<file path="src/rtl/psm_deadtime_pkg.sv">
// Shared types and output codes for the psm_deadtime dead-time inserter.
package psm_deadtime_pkg;

    typedef enum logic [1:0] {
        OFF  = 2'd0,
        HIGH = 2'd1,
        LOW  = 2'd2
    } state_t;

    // oPSM bit 0 drives the high side, bit 1 the low side
    localparam logic [1:0] OUT_OFF  = 2'b00;
    localparam logic [1:0] OUT_HIGH = 2'b01;
    localparam logic [1:0] OUT_LOW  = 2'b10;

endpackage

</file>
<file path="src/rtl/psm_deadtime_counter.sv">
// Loadable down-counter that saturates at zero; done flags that the next decrement ends the interval.
module psm_deadtime_counter #(
    parameter int BITS_DATA = 8
) (
    input  logic                 clk,
    input  logic                 rst_n,
    input  logic                 load,
    input  logic [BITS_DATA-1:0] load_value,
    input  logic                 dec,
    output logic                 done
);

    logic [BITS_DATA-1:0] count_reg;

    always_ff @(posedge clk or negedge rst_n) begin
        if (!rst_n) begin
            count_reg <= '0;
        end else if (load) begin
            count_reg <= load_value;
        end else if (dec && (count_reg != '0)) begin
            count_reg <= count_reg - 1'b1;
        end
    end

    // A loaded value of D releases the output on the D-th edge after the load
    assign done = (count_reg <= BITS_DATA'(1));

endmodule

</file>
<file path="src/rtl/psm_deadtime.sv">
// Dead-time inserter for one PSM/PWM phase leg: complementary gate pair with programmable off gap.
// Optional PSM_DEADTIME_SYNC_EN adds a 2-flop synchronizer on iPSM ahead of edge detection.
module psm_deadtime
    import psm_deadtime_pkg::*;
#(
    parameter int BITS_DATA = 8
) (
    input  logic                 CLK,
    input  logic                 RST,
    input  logic [BITS_DATA-1:0] iDEADTIME,
    input  logic                 iPSM,
    output logic [1:0]           oPSM
);

    logic psm_s;
    logic psm_valid;

`ifdef PSM_DEADTIME_SYNC_EN
    logic [1:0] sync_reg;
    logic [1:0] vld_reg;

    // vld_reg holds off the post-reset transition until real samples reach the FSM
    always_ff @(posedge CLK or negedge RST) begin
        if (!RST) begin
            sync_reg <= '0;
            vld_reg  <= '0;
        end else begin
            sync_reg <= {sync_reg[0], iPSM};
            vld_reg  <= {vld_reg[0], 1'b1};
        end
    end

    assign psm_s     = sync_reg[1];
    assign psm_valid = vld_reg[1];
`else
    assign psm_s     = iPSM;
    assign psm_valid = 1'b1;
`endif

    state_t     state_reg;
    logic       held_reg;
    logic       started_reg;
    logic [1:0] out_reg;
    logic       transition;
    logic       zero_dead;
    logic       cnt_done;

    // The first valid sample after reset counts as a transition to that level
    assign transition = psm_valid && (!started_reg || (psm_s != held_reg));
    assign zero_dead  = (iDEADTIME == '0);

    psm_deadtime_counter #(
        .BITS_DATA (BITS_DATA)
    ) u_counter (
        .clk        (CLK),
        .rst_n      (RST),
        .load       (transition),
        .load_value (iDEADTIME),
        .dec        (state_reg == OFF),
        .done       (cnt_done)
    );

    always_ff @(posedge CLK or negedge RST) begin
        if (!RST) begin
            state_reg   <= OFF;
            held_reg    <= 1'b0;
            started_reg <= 1'b0;
            out_reg     <= OUT_OFF;
        end else if (transition) begin
            started_reg <= 1'b1;
            held_reg    <= psm_s;
            if (zero_dead) begin
                state_reg <= psm_s ? HIGH : LOW;
                out_reg   <= psm_s ? OUT_HIGH : OUT_LOW;
            end else begin
                state_reg <= OFF;
                out_reg   <= OUT_OFF;
            end
        end else if ((state_reg == OFF) && started_reg && cnt_done) begin
            state_reg <= held_reg ? HIGH : LOW;
            out_reg   <= held_reg ? OUT_HIGH : OUT_LOW;
        end
    end

    assign oPSM = out_reg;

endmodule

</file>
<file path="config.mk">
export PLATFORM = sky130hd
export DESIGN_NAME = psm_deadtime
export DESIGN_NICKNAME = d
export VERILOG_FILES = /design/src/rtl/psm_deadtime_pkg.sv /design/src/rtl/psm_deadtime_counter.sv /design/src/rtl/psm_deadtime.sv
export SDC_FILE = /design/constraint.sdc
export NUM_CORES = 1
export LEC_CHECK = 0
export ABC_AREA = 1
export BUFFER_PORTS_ARGS = -buffer_cell sky130_fd_sc_hd__clkbuf_2
export CAP_MARGIN = 10
export CORE_MARGIN = 2
export CORE_UTILIZATION = 58
export CTS_CLUSTER_DIAMETER = 40
export CTS_CLUSTER_SIZE = 28
export DETAILED_ROUTE_END_ITERATION = 12
export GPL_TIMING_DRIVEN = 0
export PLACE_DENSITY = 0.87
export SYNTH_ARGS = -nofsm -noshare
export SYNTH_HDL_FRONTEND = slang
export SYNTH_SLANG_ARGS = --single-unit
</file>
<file path="constraint.sdc">
create_clock -name CLK -period 2.91 [get_ports CLK]
set_input_delay 0.1455 -clock CLK [delete_from_list [all_inputs] [get_ports CLK]]
set_output_delay 0.1455 -clock CLK [all_outputs]
set_load 0.05 [all_outputs]
</file>
# Yosys cells after proc, flatten, opt, wreduce, memory -nomap -nowiden
# Index checks and enable logic that the tools add are counted.
word_totals:
  input_bits: 11
  ff_bits: 12
op_classes:
  addsub: 1
  eq_ne: 1
  reduce_logical: 10
  mux: 7
  magnitude_cmp: 1
ops:
  columns: ["operator", "count"]
  rows:
  - ["$mux 8", 2]
  - ["$mux 2", 5]
  - ["$le 8x1->1 const B", 1]
  - ["$logic_not 8->1", 1]
  - ["$reduce_bool 8->1", 1]
  - ["$sub 8x1->8 const B", 1]
  - ["$reduce_bool 2->1", 2]
  - ["$logic_and 1x1->1", 3]
  - ["$logic_not 2->1", 1]
  - ["$logic_not 1->1", 1]
  - ["$logic_or 1x1->1", 1]
  - ["$ne 1x1->1", 1]

# Depth between registers and ports, before layout
logic_depth:
  word_depth: 5
  depth_mapped: 9
  depth_no_buf: 9

# By module
# From an unflattened synthesis, not the netlist that was laid out.
unflattened:
  cells_unflattened: 127
  hier_area_um2: 908.4
modules_own_cells:
  columns: ["mod", "area_each_um2", "cells_per_inst", "seq_area_each_um2", "instances"]
  rows:
  - ["psm_deadtime_counter", 688.2, 95, 200.2, 1]
  - ["psm_deadtime", 220.2, 32, 100.1, 1]

# Worst setup path before layout
# No wires, ideal clock.
synth_timing:
  path_type: "register -> register"
  startpoint: "reg state_reg[1]"
  endpoint: "reg state_reg[0]"
  t_arrival_ps: 1350
  setup_slack_ps: 1442
  path_buffers: 0
  stages_incl_launch_ff: 6
  period_less_slack_ps: 1468
  cell_sequence: "dfrtp_1 nor2_1 nand3_1 or2_2 nand3_1 nand2_1"
synth_between:
  elab_chain_len: 4
synth_lines:
  columns: ["element", "line_no", "rtl"]
  rows:
  - ["from (decl)", "psm_deadtime.sv:40", "state_t state_reg;"]
  - ["from (signal assigned)", "psm_deadtime.sv:73", "state_reg <= psm_s ? HIGH : LOW;"]
  - ["from (signal assigned)", "psm_deadtime.sv:80", "state_reg <= held_reg ? HIGH : LOW;"]
  - ["$logic_not 2->1", "psm_deadtime.sv:79", "end else if ((state_reg == OFF) && started_reg && cnt_done) begin"]
  - ["$logic_and 1x1->1 (2 in series)", "psm_deadtime.sv:79", null]
  - ["$reduce_bool 2->1 (no line)", null, null]
# No other way between the ends.
# A chain may end at the register's enable or synchronous reset.

# Worst setup path in the final report
layout_timing:
  startpoint: "reg u_counter.count_reg[0]"
  endpoint: "reg state_reg[0]"
layout_between:
  elab_chain_len: 3
layout_lines:
  columns: ["element", "line_no", "rtl"]
  rows:
  - ["from (decl)", "psm_deadtime_counter.sv:13", "logic [BITS_DATA-1:0] count_reg;"]
  - ["from (signal assigned)", "psm_deadtime_counter.sv:19", "count_reg <= load_value;"]
  - ["from (signal assigned)", "psm_deadtime_counter.sv:21", "count_reg <= count_reg - 1'b1;"]
  - ["$le 8x1->1", "psm_deadtime_counter.sv:26", "assign done = (count_reg <= BITS_DATA'(1));"]
  - ["$logic_and 1x1->1", "psm_deadtime.sv:79", null]
  - ["$reduce_bool 2->1 (no line)", null, null]
# No other way between the ends.

==> impl_metrics.csv <==
group,metric,value,unit
status,status,"completed",
clocking,cts_num_sinks,12,
clocking,root_buffer,"clkbuf_4",
logic_synthesis,synth_largest_area_cell,"dfrtp_1",
sta,final_max_slew_viol_count,0,
power,sw_frac_of_total,36.14,%
clocking,clock_latency,270,ps
sta,timing.hold.ws,101.0,ps
clocking,htree_levels,1,
critical_path,reg2reg_from,"u_counter.count_reg[0]$_DFFE_PN0P_",
critical_path,crit_path_end_kind,"flop",
sta,finalSetupViolCount,0,
layout,final_nets,154,
routing,wl,1.813,mm
logic_synthesis,ys_ff_latch,12,
power,pwr-share-clk,23.0,%
die,boundaryPins,13,
placement,gp_congestion,0.8190,
critical_path,critPathKind,"reg2reg",
power,power,443.6,µW
layout,area_growth,13.30,%
routing,vias,817,
critical_path,rr_endpoint,"state_reg[0]$_DFFE_PN0P_",
worst_hold_path,hold_path_end,"u_counter.count_reg[6]$_DFFE_PN0P_",
layout,largest_reg_flops,8,
grt,grt.overflow.total,0,
layout,final_cells,153,
critical_path,r2r_slack,1400,ps
sta,tns,0,ps
logic_synthesis,netlist_area,837.1,µm²
sta,fmaxAchievable,0.6643,GHz
logic_synthesis,synth_flop_cell,"dfrtp_1",
routing,route.met3.wl,71,µm
die,num_rows,13,
logic_synthesis,synth.area.top_cells,"dfrtp_1 36%, nand2_1 18%, nand3_1 11%, inv_1 4.9%, nor2_1 4.9%",
clocking,post_cts_buffers,0,
logic_synthesis,ys_seq_area_share,35.87,%
power,leakagePower,0.5107,nW
routing,drt_iter0_markers,20,
worst_hold_path,hp-class,"in2reg",
die,core,1318,µm²
die,die_width,41.99,µm
logic_synthesis,synthCells,122,
logic_synthesis,synth_edf_count,0,
logic_synthesis,ys_warn_count,0,
grt,grt_max_degree,13,
worst_hold_path,min_from,"iDEADTIME[6]",
placement,post-place-cells,149,
power,pwr-share-comb,30.7,%
sta,hold_viol_final,0,
sta,clock_skew,0.2524,ps
critical_path,rr_worst_depth,7,
sta,rsz0062_at_grt,"no",
sta,finalCritPeriodShare,51.73,%
clocking,cts_tree,"built",
die,initial_core_util,63.53,%
clocking,path_clk_slew,70,ps
grt,grtUsageTotal,22.93,%
logic_synthesis,synth_commonest_cells,"40 x nand2_1, 19 x nand3_1, 12 x dfrtp_1, 11 x inv_1, 11 x nor2_1",
grt,antenna_found_initial,0,
logic_synthesis,synth_most_common_cell,"nand2_1",
die,die-area,1763,µm²
logic_synthesis,synth_cell_type_count,23,
grt,grt_pass1_wl,3.077,mm
critical_path,cp_data_arrival_time,1680,ps
clocking,clockBufferDepth,2,
placement,port-buffer-count,12,
power,pwr-share-seq,46.2,%
worst_hold_path,min_path_cells,3,
placement,dpl.hpwl,1.403,mm
logic_synthesis,syn_area_per_cell,6.861,µm²
routing,m1WireLength,807,µm
layout,drive_above_1_share,18.12,%
routing,met2_length,900,µm
routing,wl_per_cell,11.85,µm
routing,vias_per_cell,5.340,
power,peakVddDrop,0.3774,mV
grt,grt_pass1_vias,746,
logic_synthesis,syn-num-nets,136,
flow_run,cap_violations,0,
routing,first_pass_iters,4,
critical_path,cp-start-kind,"flop",
power,p_switching,160.3,µW
routing,drc_errors,0,
logic_synthesis,synth_top_area_share,35.87,%
routing,routed.top_layer,"met4",
clocking,cts_buffers,3,
power,powerDensity,467.7,nW/µm²
routing,final_antenna_net_count,0,
placement,placed_area,915.9,µm²
critical_path,worstPathRequired,3080,ps
sta,fin_crit,1505,ps
layout,postLayoutCellArea,948.4,µm²
layout,diodes,0,
power,p_int,283.3,µW
die,die_y,41.99,µm
critical_path,critPathMaxFanout,4,
logic_synthesis,synthArstFlopShare,100.0,%
[layer usage]
| metal | up-vias | track usage [%] |
|---|---|---|
| met2 | 17 | 40.31 |
| met1 | 376 | 28.18 |
| li1 | 419 | - |
| met5 | - | 0 |
| met4 | 0 | 9.677 |
| met3 | 5 | 2.586 |
[power groups by stage]
| stage | combinational [mW] | sequential, mW | clock (mW) |
|---|---|---|---|
| 2_1_floorplan | 0.0945 | 0.209 | 0 |
| 3_3_place_gp | 0.128 | 0.206 | 0 |
| 3_5_place_dp | 0.133 | 0.207 | 0 |
| 4_1_cts | 0.135 | 0.204 | 0.102 |
| 5_1_grt | 0.156 | 0.208 | 0.106 |
| 6_report | 0.136 | 0.205 | 0.102 |
[through the flow]
stage / setup slack, ps / utilization [%]
6_report: 1405 / 71.98
5_1_grt: 1250 / 71.98
4_1_cts: 1433 / 71.98
3_5_place_dp: 1449 / 69.52
3_3_place_gp: 1482 / 69.52
2_1_floorplan: 1442 / -
[cells by family (layout without fill, tap and decap cells)]
| logic type | Yosys count | in the layout | synth area share, % |
|---|---|---|---|
| and+or+nand+nor | 79 | 79 | 42.30 |
| xor gates and xnor gates | 1 | 1 | 1.047 |
| other | 1 | 1 | 0.4480 |
| DFF | 12 | 12 | 35.87 |
| AOI/OAI and AO/OA | 11 | 11 | 8.072 |
| adders and majority gates | 3 | 3 | 4.485 |
| buffers and inverters | 15 | 31 | 7.771 |
[cell usage in the layout, fill, tap and decap left out]
cell type,instances
o21ai_0,5
nand3b_1,1
nand3_1,19
or2_1,1
dlygate4sd3_1,1
clkinv_1,1
nor2_1,11
nor2_4,1
clkbuf_1,1
dfrtp_1,12
nand2_2,1
buf_6,1
nor2_2,1
o22ai_1,1
buf_2,1
nand2_1,40
conb_1,1
xnor2_1,1
nand2_4,1
o21ai_1,4
clkbuf_2,12
clkbuf_4,3
o21ai_4,1
inv_1,11
or2_2,3
ha_1,3
[layout make-up]
class | instances | area (µm²)
Multi-Input combinational cell | 95 | 471.7
Fill cell | 114 | 369.1
Sequential cell | 12 | 300.3
Timing Repair Buffer | 13 | 70.07
Inverter | 12 | 45.04
Clock buffer | 3 | 22.52
Buffer | 3 | 20.02
Tap cell | 15 | 18.77
[how the worst max path moves through the flow]
stage / startpoint / to / cells past startpoint
detailed placement: u_counter.count_reg[0]$_DFFE_PN0P_ / state_reg[0]$_DFFE_PN0P_ / 7
CTS: u_counter.count_reg[0]$_DFFE_PN0P_ / state_reg[0]$_DFFE_PN0P_ / 7
finish: u_counter.count_reg[0]$_DFFE_PN0P_ / state_reg[0]$_DFFE_PN0P_ / 7
floorplan: state_reg[1]$_DFFE_PN0P_ / state_reg[0]$_DFFE_PN0P_ / 5
global placement: u_counter.count_reg[0]$_DFFE_PN0P_ / state_reg[0]$_DFFE_PN0P_ / 7
global route: u_counter.count_reg[0]$_DFFE_PN0P_ / u_counter.count_reg[6]$_DFFE_PN0P_ / 9
[repair_timing]
| item | CTS | global route |
|---|---|---|
| hold endpoints to repair | 12 | 0 |
| resized for setup | 0 | 0 |
| hold buffers | 1 | 0 |
[worst max-delay path, stage by stage, from the launching register on]
cell	delay (ps)
dfrtp_1	400
inv_1	140
ha_1	220
or2_2	120
nand3_1	70
or2_2	300
nand3_1	80
nand2_1	60
Power figures use the tool's default switching activity.
